### config.mk
export PLATFORM = sky130hd
export DESIGN_NAME = uart_frame_link
export DESIGN_NICKNAME = d
export VERILOG_FILES = /design/src/rtl/uart_frame_pkg.sv /design/src/rtl/uart_frame_tx_ser.sv /design/src/rtl/uart_frame_link.sv
export SDC_FILE = /design/constraint.sdc
export NUM_CORES = 2
export LEC_CHECK = 0
export CORE_AREA = 2 2 363 365
export CTS_CLUSTER_SIZE = 30
export DETAILED_ROUTE_END_ITERATION = 10
export DIE_AREA = 0 0 365 367
export PLACE_DENSITY = 0.72
export SLEW_MARGIN = 10
export SYNTH_ARGS = -nofsm -noshare
export SYNTH_HDL_FRONTEND = slang
export SYNTH_SLANG_ARGS = --single-unit
### constraint.sdc
create_clock -name clk -period 3.01 [get_ports clk]
set_clock_uncertainty 0.2 [all_clocks]
set_input_delay 0.602 -clock clk [delete_from_list [all_inputs] [get_ports clk]]
set_output_delay 0.602 -clock clk [all_outputs]
set_load 0.005 [all_outputs]
### src/rtl/uart_frame_pkg.sv
`default_nettype none
// ============================================================================
// Module   : uart_frame_pkg
// Purpose  : Shared types and helpers for the UART frame link: RX/TX state
//            encodings, the default sync word and a sync-byte extractor.
// Ports    : none (package)
// Revision : 1.0 - initial release
// ============================================================================
package uart_frame_pkg;

  // "abcd" in ASCII, byte 3 ('a') is sent/received first.
  localparam logic [63:0] DEFAULT_SYNC_WORD = 64'h0000_0000_6162_6364;

  typedef enum logic [1:0] {
    RX_HUNT    = 2'd0,
    RX_PAYLOAD = 2'd1,
    RX_CHECK   = 2'd2
  } rx_state_e;

  typedef enum logic [1:0] {
    TX_IDLE   = 2'd0,
    TX_PREFIX = 2'd1,
    TX_DATA   = 2'd2
  } tx_state_e;

  // Byte idx of the sync word (0 = least significant). An out-of-range
  // index shifts everything out and yields zero, which callers never use.
  function automatic logic [7:0] sync_byte(input logic [63:0] word, input int idx);
    logic [63:0] shifted;
    shifted = word >> (idx * 8);
    return shifted[7:0];
  endfunction

endpackage
`default_nettype wire

### src/rtl/uart_frame_tx_ser.sv
`default_nettype none
// ============================================================================
// Module   : uart_frame_tx_ser
// Purpose  : Serialises a TX_BYTES result word MSB-first onto a UART byte
//            engine, optionally preceded by the sync word.
// Ports    : clk, rst_n          - clock, async active-low reset
//            tx_data_i          - result word, first byte in MSBs
//            tx_load_i          - request to send (ignored while busy)
//            tx_byte_done_i     - byte finished strobe from UART_TX
//            tx_busy_o          - serialiser not idle
//            tx_byte_o          - current byte
//            tx_byte_en_o       - level, UART_TX transmits while high
// Revision : 1.0 - initial release
// ============================================================================
module uart_frame_tx_ser
  import uart_frame_pkg::*;
#(
  parameter int          SYNC_BYTES   = 4,
  parameter logic [63:0] SYNC_WORD    = DEFAULT_SYNC_WORD,
  parameter int          TX_BYTES     = 32,
  parameter bit          TX_PREFIX_EN = 1'b0
) (
  input  logic                  clk,
  input  logic                  rst_n,
  input  logic [TX_BYTES*8-1:0] tx_data_i,
  input  logic                  tx_load_i,
  input  logic                  tx_byte_done_i,
  output logic                  tx_busy_o,
  output logic [7:0]            tx_byte_o,
  output logic                  tx_byte_en_o
);

  localparam int TX_W    = TX_BYTES * 8;
  localparam int MAX_CNT = (TX_BYTES > SYNC_BYTES) ? TX_BYTES : SYNC_BYTES;
  localparam int IDX_W   = $clog2(MAX_CNT + 1);

  tx_state_e        state_q, state_d;
  logic [TX_W-1:0]  shadow_q, shadow_d;
  logic [IDX_W-1:0] idx_q, idx_d;
  logic [7:0]       byte_q, byte_d;

  logic [TX_W-1:0]  w_shadow_shift;
  logic [7:0]       w_next_sync;
  logic             w_last_prefix;
  logic             w_last_data;

  // The shadow register shifts left as bytes go out, so its top byte is
  // always the next data byte to present.
  assign w_shadow_shift = shadow_q << 8;
  assign w_next_sync    = sync_byte(SYNC_WORD, SYNC_BYTES - 2 - int'(idx_q));
  assign w_last_prefix  = (idx_q == IDX_W'(SYNC_BYTES - 1));
  assign w_last_data    = (idx_q == IDX_W'(TX_BYTES - 1));

  always_comb begin
    state_d  = state_q;
    shadow_d = shadow_q;
    idx_d    = idx_q;
    byte_d   = byte_q;
    case (state_q)
      TX_IDLE: begin
        if (tx_load_i) begin
          shadow_d = tx_data_i;
          idx_d    = '0;
          if (TX_PREFIX_EN) begin
            state_d = TX_PREFIX;
            byte_d  = sync_byte(SYNC_WORD, SYNC_BYTES - 1);
          end else begin
            state_d = TX_DATA;
            byte_d  = tx_data_i[TX_W-1 -: 8];
          end
        end
      end
      TX_PREFIX: begin
        if (tx_byte_done_i) begin
          if (w_last_prefix) begin
            state_d = TX_DATA;
            idx_d   = '0;
            byte_d  = shadow_q[TX_W-1 -: 8];
          end else begin
            idx_d  = idx_q + IDX_W'(1);
            byte_d = w_next_sync;
          end
        end
      end
      TX_DATA: begin
        if (tx_byte_done_i) begin
          if (w_last_data) begin
            // tx_byte keeps the last value; tx_byte_en drops with the state.
            state_d = TX_IDLE;
            idx_d   = '0;
          end else begin
            idx_d    = idx_q + IDX_W'(1);
            shadow_d = w_shadow_shift;
            byte_d   = w_shadow_shift[TX_W-1 -: 8];
          end
        end
      end
      default: state_d = TX_IDLE;
    endcase
  end

  always_ff @(posedge clk or negedge rst_n) begin
    if (!rst_n) begin
      state_q  <= TX_IDLE;
      shadow_q <= '0;
      idx_q    <= '0;
      byte_q   <= '0;
    end else begin
      state_q  <= state_d;
      shadow_q <= shadow_d;
      idx_q    <= idx_d;
      byte_q   <= byte_d;
    end
  end

  assign tx_busy_o    = (state_q != TX_IDLE);
  assign tx_byte_en_o = (state_q != TX_IDLE);
  assign tx_byte_o    = byte_q;

endmodule
`default_nettype wire

### src/rtl/uart_frame_link.sv
`default_nettype none
// ============================================================================
// Module   : uart_frame_link
// Purpose  : Byte-stream framer between the UART byte engines and the miner
//            core. RX hunts a sync word, assembles an RX_BYTES payload,
//            optionally checks an XOR checksum and enforces an inter-byte
//            timeout. TX serialises a result word via uart_frame_tx_ser.
// Ports    : clk, rst_n          - clock, async active-low reset
//            rx_byte_i          - byte from UART_RX
//            rx_byte_valid_i    - one-cycle strobe
//            frame_data_o       - last good payload, first byte in MSBs
//            frame_valid_o      - one-cycle pulse, new frame_data_o
//            frame_err_o        - one-cycle pulse, checksum error/timeout
//            tx_data_i          - result word to send
//            tx_load_i          - send request
//            tx_busy_o          - TX not idle
//            tx_byte_o          - byte to UART_TX
//            tx_byte_en_o       - level, UART_TX transmits while high
//            tx_byte_done_i     - byte finished strobe
// Revision : 1.0 - initial release
// ============================================================================
module uart_frame_link
  import uart_frame_pkg::*;
#(
  parameter int          SYNC_BYTES     = 4,
  parameter logic [63:0] SYNC_WORD      = DEFAULT_SYNC_WORD,
  parameter int          RX_BYTES       = 80,
  parameter int          TX_BYTES       = 32,
  parameter bit          CHECKSUM_EN    = 1'b1,
  parameter int          TIMEOUT_CYCLES = 1000000,
  parameter bit          TX_PREFIX_EN   = 1'b0
) (
  input  logic                  clk,
  input  logic                  rst_n,
  input  logic [7:0]            rx_byte_i,
  input  logic                  rx_byte_valid_i,
  output logic [RX_BYTES*8-1:0] frame_data_o,
  output logic                  frame_valid_o,
  output logic                  frame_err_o,
  input  logic [TX_BYTES*8-1:0] tx_data_i,
  input  logic                  tx_load_i,
  output logic                  tx_busy_o,
  output logic [7:0]            tx_byte_o,
  output logic                  tx_byte_en_o,
  input  logic                  tx_byte_done_i
);

  localparam int ASM_W  = RX_BYTES * 8;
  localparam int SIDX_W = $clog2(SYNC_BYTES + 1);
  localparam int CNT_W  = $clog2(RX_BYTES + 1);

  // --------------------------------------------------------------------------
  // RX state
  // --------------------------------------------------------------------------
  rx_state_e         rx_state_q, rx_state_d;
  logic [SIDX_W-1:0] sync_idx_q, sync_idx_d;
  logic [CNT_W-1:0]  byte_cnt_q, byte_cnt_d;
  logic [7:0]        xor_q, xor_d;
  logic [ASM_W-1:0]  asm_q, asm_d;
  logic [ASM_W-1:0]  frame_data_q, frame_data_d;
  logic              frame_valid_q, frame_valid_d;
  logic              frame_err_q, frame_err_d;

  logic [7:0]        w_sync_exp;
  logic [7:0]        w_sync_first;
  logic [ASM_W-1:0]  w_asm_shift;
  logic              w_in_frame;
  logic              w_timeout;

  // Sync bytes are matched from the most significant one downwards.
  assign w_sync_exp   = sync_byte(SYNC_WORD, SYNC_BYTES - 1 - int'(sync_idx_q));
  assign w_sync_first = sync_byte(SYNC_WORD, SYNC_BYTES - 1);
  assign w_asm_shift  = (asm_q << 8) | ASM_W'(rx_byte_i);
  assign w_in_frame   = (rx_state_q != RX_HUNT);

  // --------------------------------------------------------------------------
  // Inter-byte timeout. The counter holds the number of idle cycles since the
  // last byte; once it reaches TIMEOUT_CYCLES the frame is abandoned, even if
  // a byte arrives on that very cycle.
  // --------------------------------------------------------------------------
  generate
    if (TIMEOUT_CYCLES > 0) begin : g_timeout
      localparam int TO_W = $clog2(TIMEOUT_CYCLES + 1);
      logic [TO_W-1:0] idle_cnt_q;

      always_ff @(posedge clk or negedge rst_n) begin
        if (!rst_n) begin
          idle_cnt_q <= '0;
        end else if (!w_in_frame || rx_byte_valid_i || w_timeout) begin
          idle_cnt_q <= '0;
        end else begin
          idle_cnt_q <= idle_cnt_q + TO_W'(1);
        end
      end

      assign w_timeout = w_in_frame && (idle_cnt_q == TO_W'(TIMEOUT_CYCLES));
    end else begin : g_no_timeout
      assign w_timeout = 1'b0;
    end
  endgenerate

  // --------------------------------------------------------------------------
  // RX next-state logic
  // --------------------------------------------------------------------------
  always_comb begin
    rx_state_d    = rx_state_q;
    sync_idx_d    = sync_idx_q;
    byte_cnt_d    = byte_cnt_q;
    xor_d         = xor_q;
    asm_d         = asm_q;
    frame_data_d  = frame_data_q;
    frame_valid_d = 1'b0;
    frame_err_d   = 1'b0;

    if (w_timeout) begin
      rx_state_d  = RX_HUNT;
      sync_idx_d  = '0;
      frame_err_d = 1'b1;
    end else if (rx_byte_valid_i) begin
      case (rx_state_q)
        RX_HUNT: begin
          if (rx_byte_i == w_sync_exp) begin
            if (sync_idx_q == SIDX_W'(SYNC_BYTES - 1)) begin
              rx_state_d = RX_PAYLOAD;
              sync_idx_d = '0;
              byte_cnt_d = '0;
              xor_d      = '0;
            end else begin
              sync_idx_d = sync_idx_q + SIDX_W'(1);
            end
          end else if (rx_byte_i == w_sync_first) begin
            // A broken match may itself be the start of a new sync word.
            sync_idx_d = SIDX_W'(1);
          end else begin
            sync_idx_d = '0;
          end
        end
        RX_PAYLOAD: begin
          asm_d      = w_asm_shift;
          xor_d      = xor_q ^ rx_byte_i;
          byte_cnt_d = byte_cnt_q + CNT_W'(1);
          if (byte_cnt_q == CNT_W'(RX_BYTES - 1)) begin
            if (CHECKSUM_EN) begin
              rx_state_d = RX_CHECK;
            end else begin
              rx_state_d    = RX_HUNT;
              frame_data_d  = w_asm_shift;
              frame_valid_d = 1'b1;
            end
          end
        end
        RX_CHECK: begin
          rx_state_d = RX_HUNT;
          if (rx_byte_i == xor_q) begin
            frame_data_d  = asm_q;
            frame_valid_d = 1'b1;
          end else begin
            frame_err_d = 1'b1;
          end
        end
        default: begin
          rx_state_d = RX_HUNT;
          sync_idx_d = '0;
        end
      endcase
    end
  end

  always_ff @(posedge clk or negedge rst_n) begin
    if (!rst_n) begin
      rx_state_q    <= RX_HUNT;
      sync_idx_q    <= '0;
      byte_cnt_q    <= '0;
      xor_q         <= '0;
      asm_q         <= '0;
      frame_data_q  <= '0;
      frame_valid_q <= 1'b0;
      frame_err_q   <= 1'b0;
    end else begin
      rx_state_q    <= rx_state_d;
      sync_idx_q    <= sync_idx_d;
      byte_cnt_q    <= byte_cnt_d;
      xor_q         <= xor_d;
      asm_q         <= asm_d;
      frame_data_q  <= frame_data_d;
      frame_valid_q <= frame_valid_d;
      frame_err_q   <= frame_err_d;
    end
  end

  assign frame_data_o  = frame_data_q;
  assign frame_valid_o = frame_valid_q;
  assign frame_err_o   = frame_err_q;

  // --------------------------------------------------------------------------
  // TX serialiser
  // --------------------------------------------------------------------------
  uart_frame_tx_ser #(
    .SYNC_BYTES   (SYNC_BYTES),
    .SYNC_WORD    (SYNC_WORD),
    .TX_BYTES     (TX_BYTES),
    .TX_PREFIX_EN (TX_PREFIX_EN)
  ) u_tx_ser (
    .clk            (clk),
    .rst_n          (rst_n),
    .tx_data_i      (tx_data_i),
    .tx_load_i      (tx_load_i),
    .tx_byte_done_i (tx_byte_done_i),
    .tx_busy_o      (tx_busy_o),
    .tx_byte_o      (tx_byte_o),
    .tx_byte_en_o   (tx_byte_en_o)
  );

endmodule
`default_nettype wire
==> flow_metrics.py <==
metrics = {
    "floorplan": {
        "placeableCoreArea_sq_mm": 0.130,
        "floorplan.initialDensity": 0.475,
        "die-height_microns": 367,
        "io_pins": 921,
        "die_footprint_sq_mm": 0.134,
        "die_x_microns": 365,
        "std_cell_rows": 133,
    },
    "synth": {
        "synth_sequential_area_ratio": 0.640,
        "synth_compound_gate_area_share": 0.0278,
        "post_synth_fa_ha_maj_area_fraction": 0.00182,
        "yosys-mux-area-fraction": 0.273,
        "synth_simple_gate_area_share": 0.0278,
        "synth_largest_area_cell": "sky130_fd_sc_hd__dfrtp_1",
        "ys.warnings.count": 0,
        "post-synth-top-area-fraction": 0.640,
        "ys_ff_latch": 1585,
        "netlist-cell-type-count": 53,
        "synth_xor_xnor_area_share": 0.00438,
        "largest_family_of_logic_cells_by_synthesized_area": "multiplexers",
        "syn-mean-instance-area_sq_um": 15.0,
        "postSynth.asyncResetShare": 1.00,
        "yosys_most_used_dff": "sky130_fd_sc_hd__dfrtp_1",
        "post_synthesis_instance_area_sq_mm": 0.0620,
        "syn_inst": 4125,
        "yosys-top-cells-count": "sky130_fd_sc_hd__dfrtp_1, sky130_fd_sc_hd__mux2_2, sky130_fd_sc_hd__mux2_1",
        "synth_edf_count": 0,
        "synth_area_leaders": "sky130_fd_sc_hd__dfrtp_1, sky130_fd_sc_hd__mux2_2, sky130_fd_sc_hd__mux2_1",
        "syn-num-nets": 4403,
        "post-synth-top-count-cell": "sky130_fd_sc_hd__dfrtp_1",
    },
    "outcome": {
        "run_status": "complete, no violations",
    },
    "clocking": {
        "tritoncts": "built",
        "numCtsBuffers": 165,
        "clk_latency_ns": 0.79,
        "clock_tree.root_cell": "sky130_fd_sc_hd__clkbuf_16",
        "clkSlewWorstSetupHoldPaths_ns": 0.06,
        "cts-htree-levels": 4,
        "cts_num_sinks": 1585,
        "cts_max_path_buffers": 3,
    },
    "pwr": {
        "power.clock.fraction": 0.401,
        "comb_power_share": 0.107,
        "intPower_mw": 38.4,
        "vdd.ir_drop.worst_v": 0.000780,
        "swShare": 0.250,
        "power.switching_mw": 12.8,
        "leakagePower_nw": 39.6,
        "power_dens_cells_mw_per_mm2": 643,
        "p_seq_frac": 0.492,
    },
    "final_layout": {
        "fillCellCount": 9936,
        "areaGrowthSynthToFinish_pct": 28.5,
        "fin_util": 0.610,
        "regArea_sq_mm": 0.0397,
        "final_cells": 7040,
        "final_nets": 5409,
        "post_route_cells_drive_above_1_share": 0.232,
        "multi_input_area_sq_mm": 0.0208,
    },
    "timing": {
        "timing.final.crit_share": 0.932,
        "maxSlewViolCount": 0,
        "timing_hold_violations_final": 0,
        "worstMarginPinSlew_ns": 0.628,
        "max_clock_freq_ghz": 0.357,
        "final_period_minus_worst_setup_slack_ns": 2.80,
        "grt_setup_unrepaired": "no",
        "slew_headroom": 0.578,
        "setup_viol_count_final": 0,
        "holdWs_ns": 0.182,
    },
    "detailed_routing": {
        "vias_per_cell": 5.20,
        "drt_drc_violations_left": 0,
        "drt_first_pass_iters": 5,
        "drt-initial-drc-count": 2143,
        "wirelength_mm": 158,
        "wl_per_cell_microns": 22.4,
        "postRouteAntennaNets": 0,
        "num_vias": 36600,
    },
    "placed_design": {
        "dp.final_hpwl_mm": 114,
        "port_buffers": 920,
        "dp.cells": 6718,
        "place_congestion": 0.878,
    },
    "global_route": {
        "largest_net_degree_at_the_start_of_global_routing": 115,
        "grt_util_all_layers": 0.237,
        "grt.overflow.total": 0,
        "grt_first_pass_wirelength_mm": 241,
        "grt_antenna_before_repair": 28,
        "vias_in_the_first_global_route": 38500,
    },
    "critical_path": {
        "timing.critical_path.required_ns": 3.44,
        "regToRegStartpoint": "rx_state_q[0]",
        "critPathArrivalTime_ns": 3.23,
        "path_max_fanout": 32,
        "worst_r2r_path_depth": 9,
        "critical_path.reg2reg.endpoint": "frame_data_o[417]",
        "endpoint_kind": "register",
        "reg2reg_setup_slack_ns": 0.21,
        "nature_of_the_critical_path_startpoint": "register",
        "startpoint_to_endpoint_class_of_the_critical_path": "register to register",
    },
    "hold_path": {
        "min_to": "u_tx_ser.shadow_q[1]",
        "min_delay_path_depth": 3,
        "timing.hold.worst.class": "primary input to register",
        "hold_path_startpoint": "tx_data_i[1]",
    },
    "job": {
        "timing.max_cap.violations": 0,
    },
}
==> kinds of logic after synthesis <==
logic type / count (synthesis)
flip-flops: 1585
multiplexers: 1531
AND/OR/NAND/NOR: 399
AO/OA/AOI/OAI: 306
buffers and inverters: 264
XOR/XNOR: 31
adder cells (fa/ha/maj): 9
==> state kept, by name (all words and copies together) (netlist names), 3 cells and up <==
signal	flops
asm_q	640
byte_cnt_q	7
frame_data_o	640
g_timeout.idle_cnt_q	20
sync_idx_q	3
u_tx_ser.idx_q	6
u_tx_ser.shadow_q	255
xor_q	8
==> cell type report <==
type / instances / share of cell area
Clock inverter: 52 / 0.00784
Timing Repair Buffer: 1091 / 0.143
Tap cell: 1755 / 0.0276
Inverter: 12 / 0.000566
Sequential cell: 1585 / 0.498
Multi-Input combinational cell: 2276 / 0.261
Clock buffer: 247 / 0.0613
Antenna cell: 22 / 0.000692
==> stage by stage <==
stage	setup slack, ns	power, mW	area [sq um]	setup TNS [ns]
floorplan	0.281	28.5	62000	0
CTS	0.0414	51.7	79600	0
finish	0.206	51.2	79600	0
global placement	-0.326	30.8	74000	-164.10
global route	0.0398	53.5	79600	0
detailed placement	-0.354	31.1	74000	-169.52
==> layer usage <==
layer	routed length, microns	up-vias	track usage
li1	-	16600	-
met4	7100	10	0.108
met1	65400	18900	0.303
met3	10800	302	0.0699
met5	70	-	0
met2	74400	894	0.373
==> critical path, stage by stage (launching register included) <==
cell	delay, ns
sky130_fd_sc_hd__dfrtp_1	0.40
sky130_fd_sc_hd__inv_1	0.11
sky130_fd_sc_hd__ha_1	0.17
sky130_fd_sc_hd__and4b_1	0.25
sky130_fd_sc_hd__and3_1	0.26
sky130_fd_sc_hd__nor4_4	0.23
sky130_fd_sc_hd__buf_4	0.22
sky130_fd_sc_hd__buf_12	0.19
sky130_fd_sc_hd__buf_12	0.24
sky130_fd_sc_hd__mux2_1	0.35
==> worst max path at each step <==
stage / start / endpoint / cells after the start
6_report: rx_state_q[0] / frame_data_o[417] / 9
2_1_floorplan: rx_state_q[0] / frame_data_o[100] / 11
4_1_cts: rx_state_q[0] / frame_data_o[417] / 9
3_3_place_gp: rx_byte_i[5] / frame_data_o[425] / 8
5_1_grt: rx_state_q[0] / frame_data_o[417] / 9
3_5_place_dp: rx_byte_i[5] / frame_data_o[438] / 8
==> cells in the final DEF (no fill, tap or decap), types with 6 or more instances in the layout <==
cell type	count
sky130_fd_sc_hd__nand2b_1	14
sky130_fd_sc_hd__buf_12	66
sky130_fd_sc_hd__bufinv_16	8
sky130_fd_sc_hd__clkinvlp_4	7
sky130_fd_sc_hd__xor2_1	11
sky130_fd_sc_hd__dfrtp_1	1584
sky130_fd_sc_hd__xnor2_1	20
sky130_fd_sc_hd__clkbuf_16	169
sky130_fd_sc_hd__ha_1	9
sky130_fd_sc_hd__buf_4	103
sky130_fd_sc_hd__nand3_1	13
sky130_fd_sc_hd__clkdlybuf4s50_1	919
sky130_fd_sc_hd__mux2i_1	251
sky130_fd_sc_hd__o221ai_1	10
sky130_fd_sc_hd__nor2_1	37
sky130_fd_sc_hd__diode_2	22
sky130_fd_sc_hd__and3_1	6
sky130_fd_sc_hd__mux2_1	500
sky130_fd_sc_hd__nand4_1	9
sky130_fd_sc_hd__clkinv_2	26
sky130_fd_sc_hd__inv_1	12
sky130_fd_sc_hd__clkbuf_1	42
sky130_fd_sc_hd__clkbuf_8	36
sky130_fd_sc_hd__nand3b_1	8
sky130_fd_sc_hd__o21ai_0	255
sky130_fd_sc_hd__mux2_2	780
sky130_fd_sc_hd__o2bb2ai_1	14
sky130_fd_sc_hd__nand2_1	286
==> what timing repair did <==
action | CTS | global route
buffers inserted | 0 | 0
resized for setup | 0 | 1
endpoints found under the hold margin | 277 | 0
endpoints found under the setup margin | 0 | 416
hold buffers | 1 | 0
==> power by group through the flow <==
stage                     Clock, mW  Combinational [mW]  Sequential [mW]
after global routing           21.9                6.15             25.5
after CTS                      21.0                5.55             25.2
after global placement            0                5.34             25.5
after floorplan                   0                3.58             24.9
final                          20.5                5.47             25.2
after detailed placement          0                5.52             25.6
Note: power is estimated with default switching activity, not from simulation.
